`src/rtl/icache_refill_ctrl.sv`:
```
// -----------------------------------------------------------------------------
// icache_refill_ctrl
//
// Purpose:
//   Turns one ICache miss at a time into a 64-byte TileLink Get on the A
//   channel, then collects the two 256-bit AccessAckData beats returned on D
//   and presents them as a single 512-bit line on the ICache refill port.
//   The block sits directly upstream of the SRAM instruction responder: it
//   drives the responder's A channel and sinks its D channel (no d_ready, so
//   every D beat is consumed in the cycle it is presented).
//
//   FSM: IDLE -> REQ -> WAIT_D -> RESP_OUT -> IDLE
//
// Ports:
//   clk, rst_n            clock (rising edge) / asynchronous active-low reset
//   miss_valid/ready      miss request handshake; miss_ready = (state == IDLE)
//   miss_addr             miss byte address, any alignment
//   a_valid/a_ready       A-channel request handshake (a_valid registered)
//   a_bits_source         source ID of the outstanding request
//   a_bits_address        64B-aligned line address
//   d_valid               D beat present (always sunk)
//   d_bits_opcode         4'h1 = AccessAckData
//   d_bits_source         beat source ID
//   d_bits_data           beat payload
//   d_bits_corrupt        beat corrupt flag
//   refill_valid/ready    assembled-line handshake towards the ICache
//   refill_addr           line address of the refill
//   refill_data           {beat1, beat0}
//   refill_corrupt        OR of beat corrupt flags (also set on timeout)
//   refill_timeout        line closed by the WAIT_D watchdog
//
// Configuration:
//   REFILL_TIMEOUT_EN     when defined, a watchdog closes WAIT_D after
//                         TIMEOUT_CYC cycles without the second beat. When
//                         undefined, WAIT_D waits indefinitely and
//                         refill_timeout is tied low.
// -----------------------------------------------------------------------------
module icache_refill_ctrl #(
    parameter int ADDR_W      = 48,
    parameter int BEAT_W      = 256,
    parameter int SRC_W       = 4,
    parameter int TIMEOUT_CYC = 64
) (
    input  logic                  clk,
    input  logic                  rst_n,

    input  logic                  miss_valid,
    output logic                  miss_ready,
    input  logic [ADDR_W-1:0]     miss_addr,

    output logic                  a_valid,
    input  logic                  a_ready,
    output logic [SRC_W-1:0]      a_bits_source,
    output logic [ADDR_W-1:0]     a_bits_address,

    input  logic                  d_valid,
    input  logic [3:0]            d_bits_opcode,
    input  logic [SRC_W-1:0]      d_bits_source,
    input  logic [BEAT_W-1:0]     d_bits_data,
    input  logic                  d_bits_corrupt,

    output logic                  refill_valid,
    input  logic                  refill_ready,
    output logic [ADDR_W-1:0]     refill_addr,
    output logic [2*BEAT_W-1:0]   refill_data,
    output logic                  refill_corrupt,
    output logic                  refill_timeout
);

    typedef enum logic [1:0] {
        IDLE     = 2'd0,
        REQ      = 2'd1,
        WAIT_D   = 2'd2,
        RESP_OUT = 2'd3
    } state_t;

    localparam logic [3:0]       OPC_ACCESS_ACK_DATA = 4'h1;
    localparam logic [SRC_W-1:0] SRC_ONE             = {{(SRC_W-1){1'b0}}, 1'b1};

    state_t                 state_r;
    logic                   a_valid_r;
    logic [SRC_W-1:0]       src_id_r;
    logic [ADDR_W-1:0]      addr_r;
    logic [2*BEAT_W-1:0]    data_r;
    logic                   beat_cnt_r;
    logic                   refill_valid_r;
    logic                   corrupt_r;

    logic                   beat_ok_s;
    logic                   last_beat_s;

`ifdef REFILL_TIMEOUT_EN
    // Counter wide enough to hold TIMEOUT_CYC-1.
    localparam int            TO_W    = (TIMEOUT_CYC > 1) ? $clog2(TIMEOUT_CYC) : 1;
    localparam logic [TO_W-1:0] TO_LAST = TO_W'(TIMEOUT_CYC - 1);
    localparam logic [TO_W-1:0] TO_ONE  = {{(TO_W-1){1'b0}}, 1'b1};

    logic [TO_W-1:0]        to_cnt_r;
    logic                   timeout_r;
`else
    // Watchdog depth is meaningless without the watchdog; keep it referenced.
    logic [31:0]            unused_timeout_cfg_s;
    assign unused_timeout_cfg_s = 32'(TIMEOUT_CYC);
`endif

    // The low six address bits are dropped by line alignment.
    logic                   unused_addr_low_s;
    assign unused_addr_low_s = ^miss_addr[5:0];

    // A beat only counts when it belongs to the current request and carries
    // data; anything else on D (stale sources, non-data opcodes, beats that
    // arrive outside WAIT_D) is sunk and forgotten.
    assign beat_ok_s   = d_valid
                      && (d_bits_opcode == OPC_ACCESS_ACK_DATA)
                      && (d_bits_source == src_id_r)
                      && (state_r == WAIT_D);
    assign last_beat_s = beat_ok_s && beat_cnt_r;

    // Refill FSM with all of its registered outputs.
    always_ff @(posedge clk or negedge rst_n) begin
        if (!rst_n) begin
            state_r        <= IDLE;
            a_valid_r      <= 1'b0;
            src_id_r       <= {SRC_W{1'b0}};
            addr_r         <= {ADDR_W{1'b0}};
            data_r         <= {(2*BEAT_W){1'b0}};
            beat_cnt_r     <= 1'b0;
            refill_valid_r <= 1'b0;
            corrupt_r      <= 1'b0;
`ifdef REFILL_TIMEOUT_EN
            to_cnt_r       <= {TO_W{1'b0}};
            timeout_r      <= 1'b0;
`endif
        end else begin
            case (state_r)
                IDLE: begin
                    if (miss_valid) begin
                        // Per-line status and data start clean so a timed-out
                        // line reports zeros for the beat that never came.
                        addr_r     <= {miss_addr[ADDR_W-1:6], 6'b00_0000};
                        data_r     <= {(2*BEAT_W){1'b0}};
                        beat_cnt_r <= 1'b0;
                        corrupt_r  <= 1'b0;
`ifdef REFILL_TIMEOUT_EN
                        timeout_r  <= 1'b0;
`endif
                        a_valid_r  <= 1'b1;
                        state_r    <= REQ;
                    end else begin
                        state_r    <= IDLE;
                    end
                end

                REQ: begin
                    // Address and source are held in registers, so they stay
                    // stable for as long as the responder stalls.
                    if (a_ready) begin
                        a_valid_r <= 1'b0;
`ifdef REFILL_TIMEOUT_EN
                        to_cnt_r  <= {TO_W{1'b0}};
`endif
                        state_r   <= WAIT_D;
                    end else begin
                        a_valid_r <= 1'b1;
                        state_r   <= REQ;
                    end
                end

                WAIT_D: begin
                    if (last_beat_s) begin
                        data_r[2*BEAT_W-1:BEAT_W] <= d_bits_data;
                        corrupt_r      <= corrupt_r | d_bits_corrupt;
                        beat_cnt_r     <= 1'b0;
                        refill_valid_r <= 1'b1;
                        state_r        <= RESP_OUT;
                    end else begin
                        if (beat_ok_s) begin
                            data_r[BEAT_W-1:0] <= d_bits_data;
                            corrupt_r  <= corrupt_r | d_bits_corrupt;
                            beat_cnt_r <= 1'b1;
                        end else begin
                            beat_cnt_r <= beat_cnt_r;
                        end
`ifdef REFILL_TIMEOUT_EN
                        // Last allowed WAIT_D cycle without the second beat:
                        // close the line as corrupt so the ICache never
                        // caches it.
                        if (to_cnt_r == TO_LAST) begin
                            timeout_r      <= 1'b1;
                            corrupt_r      <= 1'b1;
                            refill_valid_r <= 1'b1;
                            state_r        <= RESP_OUT;
                        end else begin
                            to_cnt_r       <= to_cnt_r + TO_ONE;
                            state_r        <= WAIT_D;
                        end
`else
                        state_r <= WAIT_D;
`endif
                    end
                end

                RESP_OUT: begin
                    if (refill_ready) begin
                        // Bumping the source makes any late beat of this
                        // request mismatch and get dropped.
                        refill_valid_r <= 1'b0;
                        src_id_r       <= src_id_r + SRC_ONE;
                        beat_cnt_r     <= 1'b0;
                        state_r        <= IDLE;
                    end else begin
                        refill_valid_r <= 1'b1;
                        state_r        <= RESP_OUT;
                    end
                end

                default: begin
                    a_valid_r      <= 1'b0;
                    refill_valid_r <= 1'b0;
                    beat_cnt_r     <= 1'b0;
                    state_r        <= IDLE;
                end
            endcase
        end
    end

    assign miss_ready     = (state_r == IDLE);
    assign a_valid        = a_valid_r;
    assign a_bits_source  = src_id_r;
    assign a_bits_address = addr_r;

    assign refill_valid   = refill_valid_r;
    assign refill_addr    = addr_r;
    assign refill_data    = data_r;
    assign refill_corrupt = corrupt_r;
`ifdef REFILL_TIMEOUT_EN
    assign refill_timeout = timeout_r;
`else
    assign refill_timeout = 1'b0;
`endif

endmodule

```
`config.mk`:
```
export PLATFORM = sky130hd
export DESIGN_NAME = icache_refill_ctrl
export DESIGN_NICKNAME = d
export VERILOG_FILES = /design/src/rtl/icache_refill_ctrl.sv
export SDC_FILE = /design/constraint.sdc
export NUM_CORES = 1
export LEC_CHECK = 0
export BUFFER_PORTS_ARGS = -buffer_cell sky130_fd_sc_hd__buf_2
export CAP_MARGIN = 40
export CORE_AREA = 3 3 360 362
export DETAILED_ROUTE_END_ITERATION = 12
export DIE_AREA = 0 0 363 365
export GPL_ROUTABILITY_DRIVEN = 0
export GPL_TIMING_DRIVEN = 0
export HOLD_SLACK_MARGIN = 0.02
export PLACE_DENSITY = 0.35
export SLEW_MARGIN = 20
export SYNTH_ARGS = -nofsm -noshare
export SYNTH_HDL_FRONTEND = slang
export SYNTH_SLANG_ARGS = --single-unit
export TNS_END_PERCENT = 1
```
`constraint.sdc`:
```
create_clock -name clk -period 6.29 [get_ports clk]
set_input_delay 1.258 -clock clk [delete_from_list [all_inputs] [get_ports clk]]
set_output_delay 1.258 -clock clk [all_outputs]
set_load 0.03 [all_outputs]
```
==> results.py, run 1 <==
metrics = {
    "routing": {
        "ant_nets": 0,
        "drt_iter0_markers": 816,
        "wl_per_cell_um": 21.1,
        "dr.pass1.iters": 4,
        "routed_wl_mm": 109,
        "via_per_inst": 3.86,
        "dr_total_vias": 19900,
        "drcViolationCount": 0,
    },
    "cts": {
        "cts.sinks": 564,
        "cts_tree": "built",
        "cts_buffers": 76,
        "clockBufferDepth": 3,
        "postCtsHoldBufs": 0,
        "cts_root_buffer": "clkbuf_16",
        "cts_setup_buffers": 0,
        "path_clk_slew_ps": 60,
        "htree_levels": 3,
        "cts_resized": 0,
        "worstSkewPairLatency_ps": 630,
    },
    "yosys": {
        "synth-simple-area-share_pct": 12.1,
        "synth_xor_area_share_pct": 0.245,
        "syn_avg_cell_area_um2": 10.5,
        "synth_area_mm2": 0.0251,
        "ys_types": 27,
        "ys_seq_area_share_pct": 56.3,
        "synth_top_family_by_area": "multiplexers",
        "synth_compound_area_share_pct": 0.200,
        "ys_warn_count": 0,
        "synthMuxAreaShare_pct": 22.4,
        "synth-adder-area-share_pct": 0.0499,
        "ys_ff_latch": 564,
        "postSynthCellCount": 2393,
    },
    "timing": {
        "setup_violations": 0,
        "rsz0062_at_grt": "false",
        "period_share_pct": 55.6,
        "max_freq_mhz": 286,
        "fin_ws_ps": 2790,
        "fin_skew_ps": 27.3,
        "slew_headroom_pct": 46.2,
        "period_needed_ps": 3500,
        "worstMarginPinSlew_ps": 808,
        "hold_violations": 0,
        "slew_viol_final": 0,
    },
    "critical_path": {
        "crit_fanout": 12,
        "worstPathRequired_ps": 6820,
        "arrival_ps": 4030,
        "crit_chain": "buf_2 -> nand4bb_1 -> or4_4 -> nor3_1 -> clkbuf_1 -> buf_2 -> buf_2 -> mux2i_1",
        "worstSetupPathType": "input port to flop",
        "path_buf_inv": 4,
        "end_kind": "flop",
        "cp_slowest_cell": "or4_4",
        "cp_common_cell": "buf_2",
        "crit_family": "buffers and inverters",
        "slowest_delay_ps": 650,
        "critPathLaunchType": "input port",
    },
    "layout": {
        "area_growth_pct": 38.1,
        "final_layout_size_suffix_gt1_share_pct": 34.8,
        "nets": 3733,
    },
    "global_routing": {
        "grt_max_degree": 83,
        "grt_overflow_total": 0,
        "grt_pass1_wl_mm": 155,
        "grt_use_total_pct": 16.0,
        "antenna_found_initial": 36,
        "grt_pass1_vias": 21300,
    },
    "power": {
        "ir_worst_vdd_uv": 179,
        "clockPowerShare_pct": 38.0,
        "power_density_mw_per_mm2": 330,
        "p_sw_w": 0.00411,
        "finalPower_w": 0.0114,
        "leakage_nw": 19.9,
        "switching_share_pct": 36.0,
        "p_int_w": 0.00731,
        "seq_power_share_pct": 34.9,
        "p_comb_share_pct": 27.1,
    },
    "placed_design": {
        "dp_slack_ps": 2010,
        "port_buffers": 916,
        "place_hpwl_mm": 85.2,
    },
    "floorplanning": {
        "io_pins": 936,
        "rows": 131,
        "design.die.area_mm2": 0.132,
        "die_y_um": 365,
        "initial_core_util_pct": 19.7,
        "coreArea_mm2": 0.127,
        "chipWidth_um": 363,
    },
    "outcome": {
        "run_status": "completed",
    },
    "min_path": {
        "hold_path_class": "flop to flop",
    },
    "job": {
        "cap_violations": 0,
    },
}
## registers in the layout, summed over array words and instances (netlist names)
register / count
a_bits_address: 42
refill_valid: 1
refill_data: 512
a_bits_source: 4
state_r: 2
a_valid: 1
beat_cnt_r: 1
refill_corrupt: 1
## per-stage QoR
step                      utilization, %  cell area, µm²  TNS [ps]  hold slack (ps)  std cells
final                               27.2           34600         0              499       5151
after global routing                27.2           34600         0              530       5143
after CTS                           27.2           34600         0              504       5135
after detailed placement            25.3           32100         0              491       4997
after global placement              25.0           31800  -5484970              474       4983
after floorplan                        -           25100         0              479       2405
## cells in the mapped netlist
cell type  count  area, µm²
or3_1          2       12.5
buf_4         58        435
buf_1          1       3.75
buf_2         29        145
o211ai_1       1       7.51
xnor2_1        4       35.0
mux2_2        43        484
o21a_1         1       7.51
nand2b_1       2       12.5
conb_1         1       3.75
or4_4          1       11.3
inv_1        256        961
dfrtp_1      564      14100
nand2_1      775       2910
mux2i_1      512       5120
ha_1           1       12.5
nor2_1         8       30.0
a21oi_1        5       25.0
nand4_1        1       6.26
buf_6         26        293
nand4bb_1      1       11.3
clkbuf_1      92        345
xor2_1         3       26.3
nor2b_1        2       12.5
nor3_1         2       10.0
o32a_1         1       10.0
and3_1         1       6.26
## worst reg2reg max path, cell delays in order, from the launching register on
cell and delay (ps):
dfrtp_1 350, clkbuf_1 210, nor2b_1 150, clkbuf_1 490, nand2_1 190, nor3_1 200
clkbuf_1 350, buf_2 560, buf_2 510, mux2i_1 240
## cells in the final DEF (no fill, tap or decap), drive strengths merged
cell | Yosys | layout
inv | 256 | 258
xor2 | 3 | 3
conb | 1 | 13
nor3 | 2 | 2
nand4 | 1 | 1
buf | 114 | 1044
and3 | 1 | 1
o21a | 1 | 1
mux2i | 512 | 512
dfrtp | 564 | 564
nor2b | 2 | 2
nor2 | 8 | 8
clkbuf | 92 | 210
or4 | 1 | 1
clkinv | 0 | 16
o211ai | 1 | 1
nand2 | 775 | 775
o32a | 1 | 1
a21oi | 5 | 5
bufinv | 0 | 1
clkinvlp | 0 | 1
xnor2 | 4 | 4
ha | 1 | 1
nand4bb | 1 | 1
diode | 0 | 16
mux2 | 43 | 43
nand2b | 2 | 2
or3 | 2 | 2
## layout make-up
type	instances	area, µm²
clock inverters	20	176
diodes	16	40.0
clock buffers	118	2300
flip-flops and latches	564	14100
inverters	256	961
plain buffers	206	1230
multi-input cells	1379	8800
repair buffers	930	4900
well taps	1662	2080
fillers	13800	92400
## routing by layer
| layer | track usage (%) | routed length (µm) | part of all wire [%] | vias up |
|---|---|---|---|---|
| met3 | 5.74 | 8740 | 8.0 | 159 |
| met2 | 27.8 | 54500 | 50 | 593 |
| li1 | - | - | - | 9532 |
| met5 | 0 | 229 | 0.21 | - |
| met4 | 4.44 | 2560 | 2.4 | 32 |
| met1 | 18.4 | 42900 | 39 | 9543 |
## final timing paths
kind                       cells after the start              from  slack (ps)               end
max in group asynchronous                      5             rst_n        3780  refill_data[490]
setup reg to reg                               9        state_r[0]        2930  refill_data[448]
min in group asynchronous                      1             rst_n         550  refill_data[389]
hold reg to reg                                1    refill_corrupt         500    refill_corrupt
setup / recovery                               8  d_bits_opcode[2]        2790  refill_data[448]
hold / removal                                 1    refill_corrupt         500    refill_corrupt
## power groups by stage
| stage | registers [W] | clock network (W) | logic [W] |
|---|---|---|---|
| after global routing | 0.00402 | 0.00466 | 0.00339 |
| after floorplan | 0.00441 | 0 | 0.00150 |
| final | 0.00399 | 0.00435 | 0.00309 |
| after global placement | 0.00406 | 0 | 0.00316 |
| after CTS | 0.00399 | 0.00452 | 0.00320 |
| after detailed placement | 0.00406 | 0 | 0.00320 |
## logic make-up (layout without fill, tap and decap cells)
logic type	after synthesis	count (layout)
XOR/XNOR	7	7
multiplexers	555	555
AO/OA/AOI/OAI	8	8
flip-flops	564	564
adder cells (fa/ha/maj)	1	1
other	1	29
buffers and inverters	462	1530
AND/OR/NAND/NOR	795	795
Power figures use the tool's default switching activity.
==> run 2: changes to the inputs <==
--- a/config.mk
+++ b/config.mk
@@ -7,13 +7,13 @@
 export LEC_CHECK = 0
 export BUFFER_PORTS_ARGS = -buffer_cell sky130_fd_sc_hd__buf_2
 export CAP_MARGIN = 40
-export CORE_AREA = 3 3 360 362
+export CORE_AREA = 3 3 361 363
 export DETAILED_ROUTE_END_ITERATION = 12
-export DIE_AREA = 0 0 363 365
+export DIE_AREA = 0 0 364 366
 export GPL_ROUTABILITY_DRIVEN = 0
 export GPL_TIMING_DRIVEN = 0
 export HOLD_SLACK_MARGIN = 0.02
-export PLACE_DENSITY = 0.35
+export PLACE_DENSITY = 0.36
 export SLEW_MARGIN = 20
 export SYNTH_ARGS = -nofsm -noshare
 export SYNTH_HDL_FRONTEND = slang
==> constraint.sdc (replaced) <==
create_clock -name clk -period 3 [get_ports clk]
set_input_delay 0.6 -clock clk [delete_from_list [all_inputs] [get_ports clk]]
set_output_delay 0.6 -clock clk [all_outputs]
set_load 0.03 [all_outputs]
==> results.py, run 2 (synthesis gave the netlist of run 1 again) <==
metrics = {
    "critical_path": {
        "cp_slowest_cell": "or4_4",
        "slowest_delay_ps": 630,
        "critical_path.startpoint": "a_bits_source[0]",
        "r2r-start": "a_bits_source[0]",
        "reg2reg_slack_ps": 110,
        "arrival_ps": 3430,
        "worstSetupPathType": "flop to flop",
        "worstPathRequired_ps": 3540,
        "critPathLaunchType": "flop",
        "crit_fanout": 10,
        "end_kind": "flop",
        "cp-endpoint": "refill_data[341]",
        "crit_chain": "xor2_1 -> or4_4 -> nor3_1 -> clkbuf_2 -> buf_6 -> buf_2 -> mux2i_1",
        "worstReg2RegEnd": "refill_data[341]",
        "r2r.worst_path.cells": 7,
    },
    "power": {
        "finalPower_w": 0.0240,
        "ir_worst_vdd_uv": 436,
        "leakage_nw": 19.9,
        "power_density_mw_per_mm2": 693,
    },
    "global_routing": {
        "grt_max_degree": 83,
        "grt_pass1_wl_mm": 157,
        "grt_pass1_vias": 21100,
        "grt_overflow_total": 0,
        "grt_use_total_pct": 16.1,
        "antenna_found_initial": 34,
    },
    "timing": {
        "slew_viol_final": 0,
        "hold_violations": 0,
        "period_needed_ps": 2890,
        "worstMarginPinSlew_ps": 757,
        "setup_tns_ps": 0,
        "setup_violations": 0,
        "max_freq_mhz": 346,
        "slew_headroom_pct": 49.5,
        "fin_skew_ps": 33.7,
        "period_share_pct": 96.3,
        "finalHoldWorstSlack_ps": 190,
        "rsz0062_at_grt": "true",
    },
    "floorplanning": {
        "rows": 131,
        "chipWidth_um": 364,
        "coreArea_mm2": 0.127,
        "design.die.area_mm2": 0.133,
        "die_y_um": 366,
        "io_pins": 936,
        "initial_core_util_pct": 19.7,
    },
    "placed_design": {
        "numPlacedInstances": 4999,
        "port_buffers": 916,
        "place_hpwl_mm": 85.6,
    },
    "layout": {
        "largest_reg_flops": 512,
        "final_layout_size_suffix_gt1_share_pct": 34.8,
        "final_cells": 5149,
        "multiInputGateArea_mm2": 0.00881,
        "final_common_cell": "buf_2",
        "fillCellCount": 13700,
        "seqCellArea_mm2": 0.0141,
        "mostFrequentLayoutCells": "buf_2, nand2_1, dfrtp_1",
        "nets": 3735,
        "area_growth_pct": 38.4,
        "post-route-util_pct": 27.2,
    },
    "routing": {
        "ant_nets": 0,
        "routed_wl_mm": 110,
        "drt-met1-wl_mm": 42.7,
        "drt_iter0_markers": 855,
        "wl_met2_mm": 55.7,
        "top_layer": "met5",
        "wl_per_cell_um": 21.4,
        "route.met3.wl_mm": 9.22,
        "via_per_inst": 3.87,
        "dr.pass1.iters": 4,
        "drcViolationCount": 0,
        "dr_total_vias": 19900,
    },
    "cts": {
        "cts.sinks": 564,
        "htree_levels": 3,
        "worstSkewPairLatency_ps": 640,
        "cts_tree": "built",
        "cts_root_buffer": "clkbuf_16",
        "cts_setup_buffers": 0,
        "cts_buffers": 75,
        "clockBufferDepth": 3,
        "path_clk_slew_ps": 60,
    },
    "min_path": {
        "hold_path_class": "input port to flop",
    },
    "outcome": {
        "run_status": "completed",
    },
    "job": {
        "cap_violations": 0,
    },
}
[run 2: how the worst min path moves through the flow]
stage,end,depth (start not counted),start,slack [ps]
final,a_bits_address[40],2,miss_addr[40],190
after detailed placement,refill_corrupt,1,refill_corrupt,480
after CTS,a_bits_address[40],2,miss_addr[40],110
after floorplan,a_bits_address[10],0,rst_n,300
after global routing,refill_data[81],3,d_bits_data[81],140
after global placement,refill_corrupt,1,refill_corrupt,480
[run 2: metrics by stage]
stage / setup WS (ps) / instance area [µm²]
2_1_floorplan: 688 / 25100
3_3_place_gp: -12470 / 31800
3_5_place_dp: -649 / 32100
4_1_cts: -38.8 / 34600
5_1_grt: -33.8 / 34700
6_report: 111 / 34700
[run 2: cell type report]
type                    count  area share, %
multi-input cells        1379           25.4
flip-flops and latches    564           40.7
repair buffers            933           14.2
inverters                 256           2.77
plain buffers             206           3.67
clock inverters            15          0.552
diodes                     14          0.101
clock buffers             120           6.57
well taps                1662           6.00
[run 2: report_power, final]
part           internal [W]  switching [W]
registers           0.00803       0.000358
logic               0.00198        0.00462
clock network       0.00533        0.00373
[run 2: critical path: cells and delay by family, from the launching register on]
family                    cells  cell delay [ps]
buffers and inverters         3              920
xor gates and xnor gates      1              240
muxes                         1              250
DFF                           1              560
and+or+nand+nor               2              800
[run 2: repair_timing]
item / 4_1_cts / 5_1_grt
resized for setup: 10 / 12
cloned: 0 / 0
hold buffers: 1 / 0
pin swaps: 0 / 0
endpoints found under the hold margin: 46 / 0
setup endpoints to repair: 236 / 163
[run 2: metal layers]
layer / track usage, % / up-vias
met5: 0 / -
met3: 5.83 / 130
met2: 28.4 / 569
li1: - / 9522
met1: 18.3 / 9672
met4: 4.21 / 22
==> run 3: changes to the inputs <==
--- a/config.mk
+++ b/config.mk
@@ -7,9 +7,9 @@
 export LEC_CHECK = 0
 export BUFFER_PORTS_ARGS = -buffer_cell sky130_fd_sc_hd__buf_2
 export CAP_MARGIN = 40
-export CORE_AREA = 3 3 361 363
+export CORE_AREA = 3 3 364 366
 export DETAILED_ROUTE_END_ITERATION = 12
-export DIE_AREA = 0 0 364 366
+export DIE_AREA = 0 0 367 369
 export GPL_ROUTABILITY_DRIVEN = 0
 export GPL_TIMING_DRIVEN = 0
 export HOLD_SLACK_MARGIN = 0.02
==> results.py, run 3 (synthesis gave the netlist of run 1 again) <==
metrics = {
    "outcome": {
        "run_status": "completed",
    },
    "layout": {
        "mostFrequentLayoutCells": "buf_2, nand2_1, dfrtp_1",
        "fin_area_mm2": 0.0347,
        "post-route-util_pct": 26.8,
        "nets": 3736,
        "largest_reg_flops": 512,
        "area_growth_pct": 38.6,
        "final_common_cell": "buf_2",
        "final_layout_size_suffix_gt1_share_pct": 35.0,
    },
    "critical_path": {
        "r2r-start": "a_bits_source[0]",
        "critical_path.startpoint": "a_bits_source[0]",
        "r2r.worst_path.cells": 7,
        "reg2reg_slack_ps": 210,
        "worstReg2RegEnd": "refill_data[452]",
        "crit_fanout": 10,
        "worstSetupPathType": "flop to flop",
        "worstPathRequired_ps": 3550,
        "arrival_ps": 3330,
        "critPathLaunchType": "flop",
        "end_kind": "flop",
        "cp-endpoint": "refill_data[452]",
    },
    "timing": {
        "max_freq_mhz": 359,
        "hold_violations": 0,
        "period_needed_ps": 2790,
        "fin_skew_ps": 25.3,
        "setup_violations": 0,
        "rsz0062_at_grt": "false",
        "worstMarginPinSlew_ps": 778,
        "finalHoldWorstSlack_ps": 181,
        "period_share_pct": 92.8,
        "slew_viol_final": 0,
        "slew_headroom_pct": 48.1,
        "setup_tns_ps": 0,
    },
    "floorplanning": {
        "io_pins": 936,
        "coreArea_mm2": 0.129,
        "initial_core_util_pct": 19.4,
        "die_y_um": 369,
        "design.die.area_mm2": 0.135,
        "rows": 132,
        "chipWidth_um": 367,
    },
    "routing": {
        "dr.pass1.iters": 4,
        "ant_nets": 0,
        "drcViolationCount": 0,
        "via_per_inst": 3.85,
        "drt_iter0_markers": 974,
        "dr_total_vias": 20100,
        "routed_wl_mm": 113,
        "wl_per_cell_um": 21.5,
    },
    "cts": {
        "clockBufferDepth": 3,
        "cts_buffers": 76,
        "path_clk_slew_ps": 60,
        "cts_root_buffer": "clkbuf_16",
        "worstSkewPairLatency_ps": 650,
        "cts_setup_buffers": 0,
        "cts_tree": "built",
        "cts.sinks": 564,
        "htree_levels": 3,
    },
    "placed_design": {
        "port_buffers": 916,
        "place_hpwl_mm": 87.4,
        "place_area_mm2": 0.0322,
    },
    "power": {
        "leakage_nw": 19.9,
        "ir_worst_vdd_uv": 443,
        "finalPower_w": 0.0241,
        "power_density_mw_per_mm2": 694,
    },
    "global_routing": {
        "grt_max_degree": 84,
        "grt_use_total_pct": 16.2,
        "antenna_found_initial": 33,
        "grt_pass1_vias": 21000,
        "grt_pass1_wl_mm": 160,
        "grt_overflow_total": 0,
    },
    "job": {
        "cap_violations": 0,
    },
    "min_path": {
        "hold_path_class": "input port to flop",
    },
}
run 3: cell types whose count changed in the layout (fill, tap and decap cells not counted), moves of 3 or more:
cell       change
bufinv_16      +3
inv_6          +3
clkinv_8       +3
clkbuf_4       -8
buf_8          -4
buf_6          +3
clkinv_2       +5
buf_2         +10
clkbuf_1       -7
run 3: layout make-up:
| type | count | area (µm²) |
|---|---|---|
| antenna | 13 | 32.5 |
| clock buffer | 111 | 2210 |
| multi-input combinational | 1379 | 8800 |
| fill | 14200 | 94800 |
| buffer | 206 | 1240 |
| tap | 1742 | 2180 |
| timing repair buffer | 933 | 4910 |
| clock inverter | 24 | 274 |
| inverter | 256 | 961 |
| sequential | 564 | 14100 |
run 3: per-stage QoR:
| step | worst slack, ps | instances |
|---|---|---|
| 4_1_cts | 129 | 5214 |
| 3_3_place_gp | -12500 | 5063 |
| 5_1_grt | 24.6 | 5219 |
| 6_report | 215 | 5228 |
| 2_1_floorplan | 688 | 2405 |
| 3_5_place_dp | -504 | 5078 |
run 3: how the worst min path moves through the flow:
stage	slack, ps	start	endpoint	depth (start not counted)
floorplan	300	rst_n	a_bits_address[10]	0
global placement	480	refill_corrupt	refill_corrupt	1
detailed placement	460	rst_n	refill_data[140]	1
CTS	90	miss_addr[40]	a_bits_address[40]	2
global route	120	miss_addr[42]	a_bits_address[42]	2
finish	180	miss_addr[40]	a_bits_address[40]	2
run 3: where the power goes:
group	switching (W)	internal, W	total, W
combinational	0.00460	0.00193	0.00654
sequential	0.000337	0.00803	0.00837
clock	0.00373	0.00547	0.00920
run 3: routing by layer:
| metal | up-vias | track usage (%) | wire (µm) |
|---|---|---|---|
| met4 | 16 | 4.47 | 2900 |
| li1 | 9512 | - | - |
| met3 | 158 | 6.58 | 9690 |
| met5 | - | 0 | 114 |
| met2 | 613 | 27.8 | 55600 |
| met1 | 9808 | 18.7 | 44200 |
run 3: repair_timing:
action | 4_1_cts | 5_1_grt
hold endpoints to repair | 20 | 0
gates resized for setup | 7 | 0
endpoints found under the setup margin | 250 | 0
hold buffers | 1 | 0
run 3: worst max-delay path, cell delays in order, from the launching register on:
cell	delay, ps
dfrtp_1	490
xor2_1	200
or4_4	570
nor3_1	160
clkbuf_2	240
buf_4	360
buf_2	390
mux2i_1	260
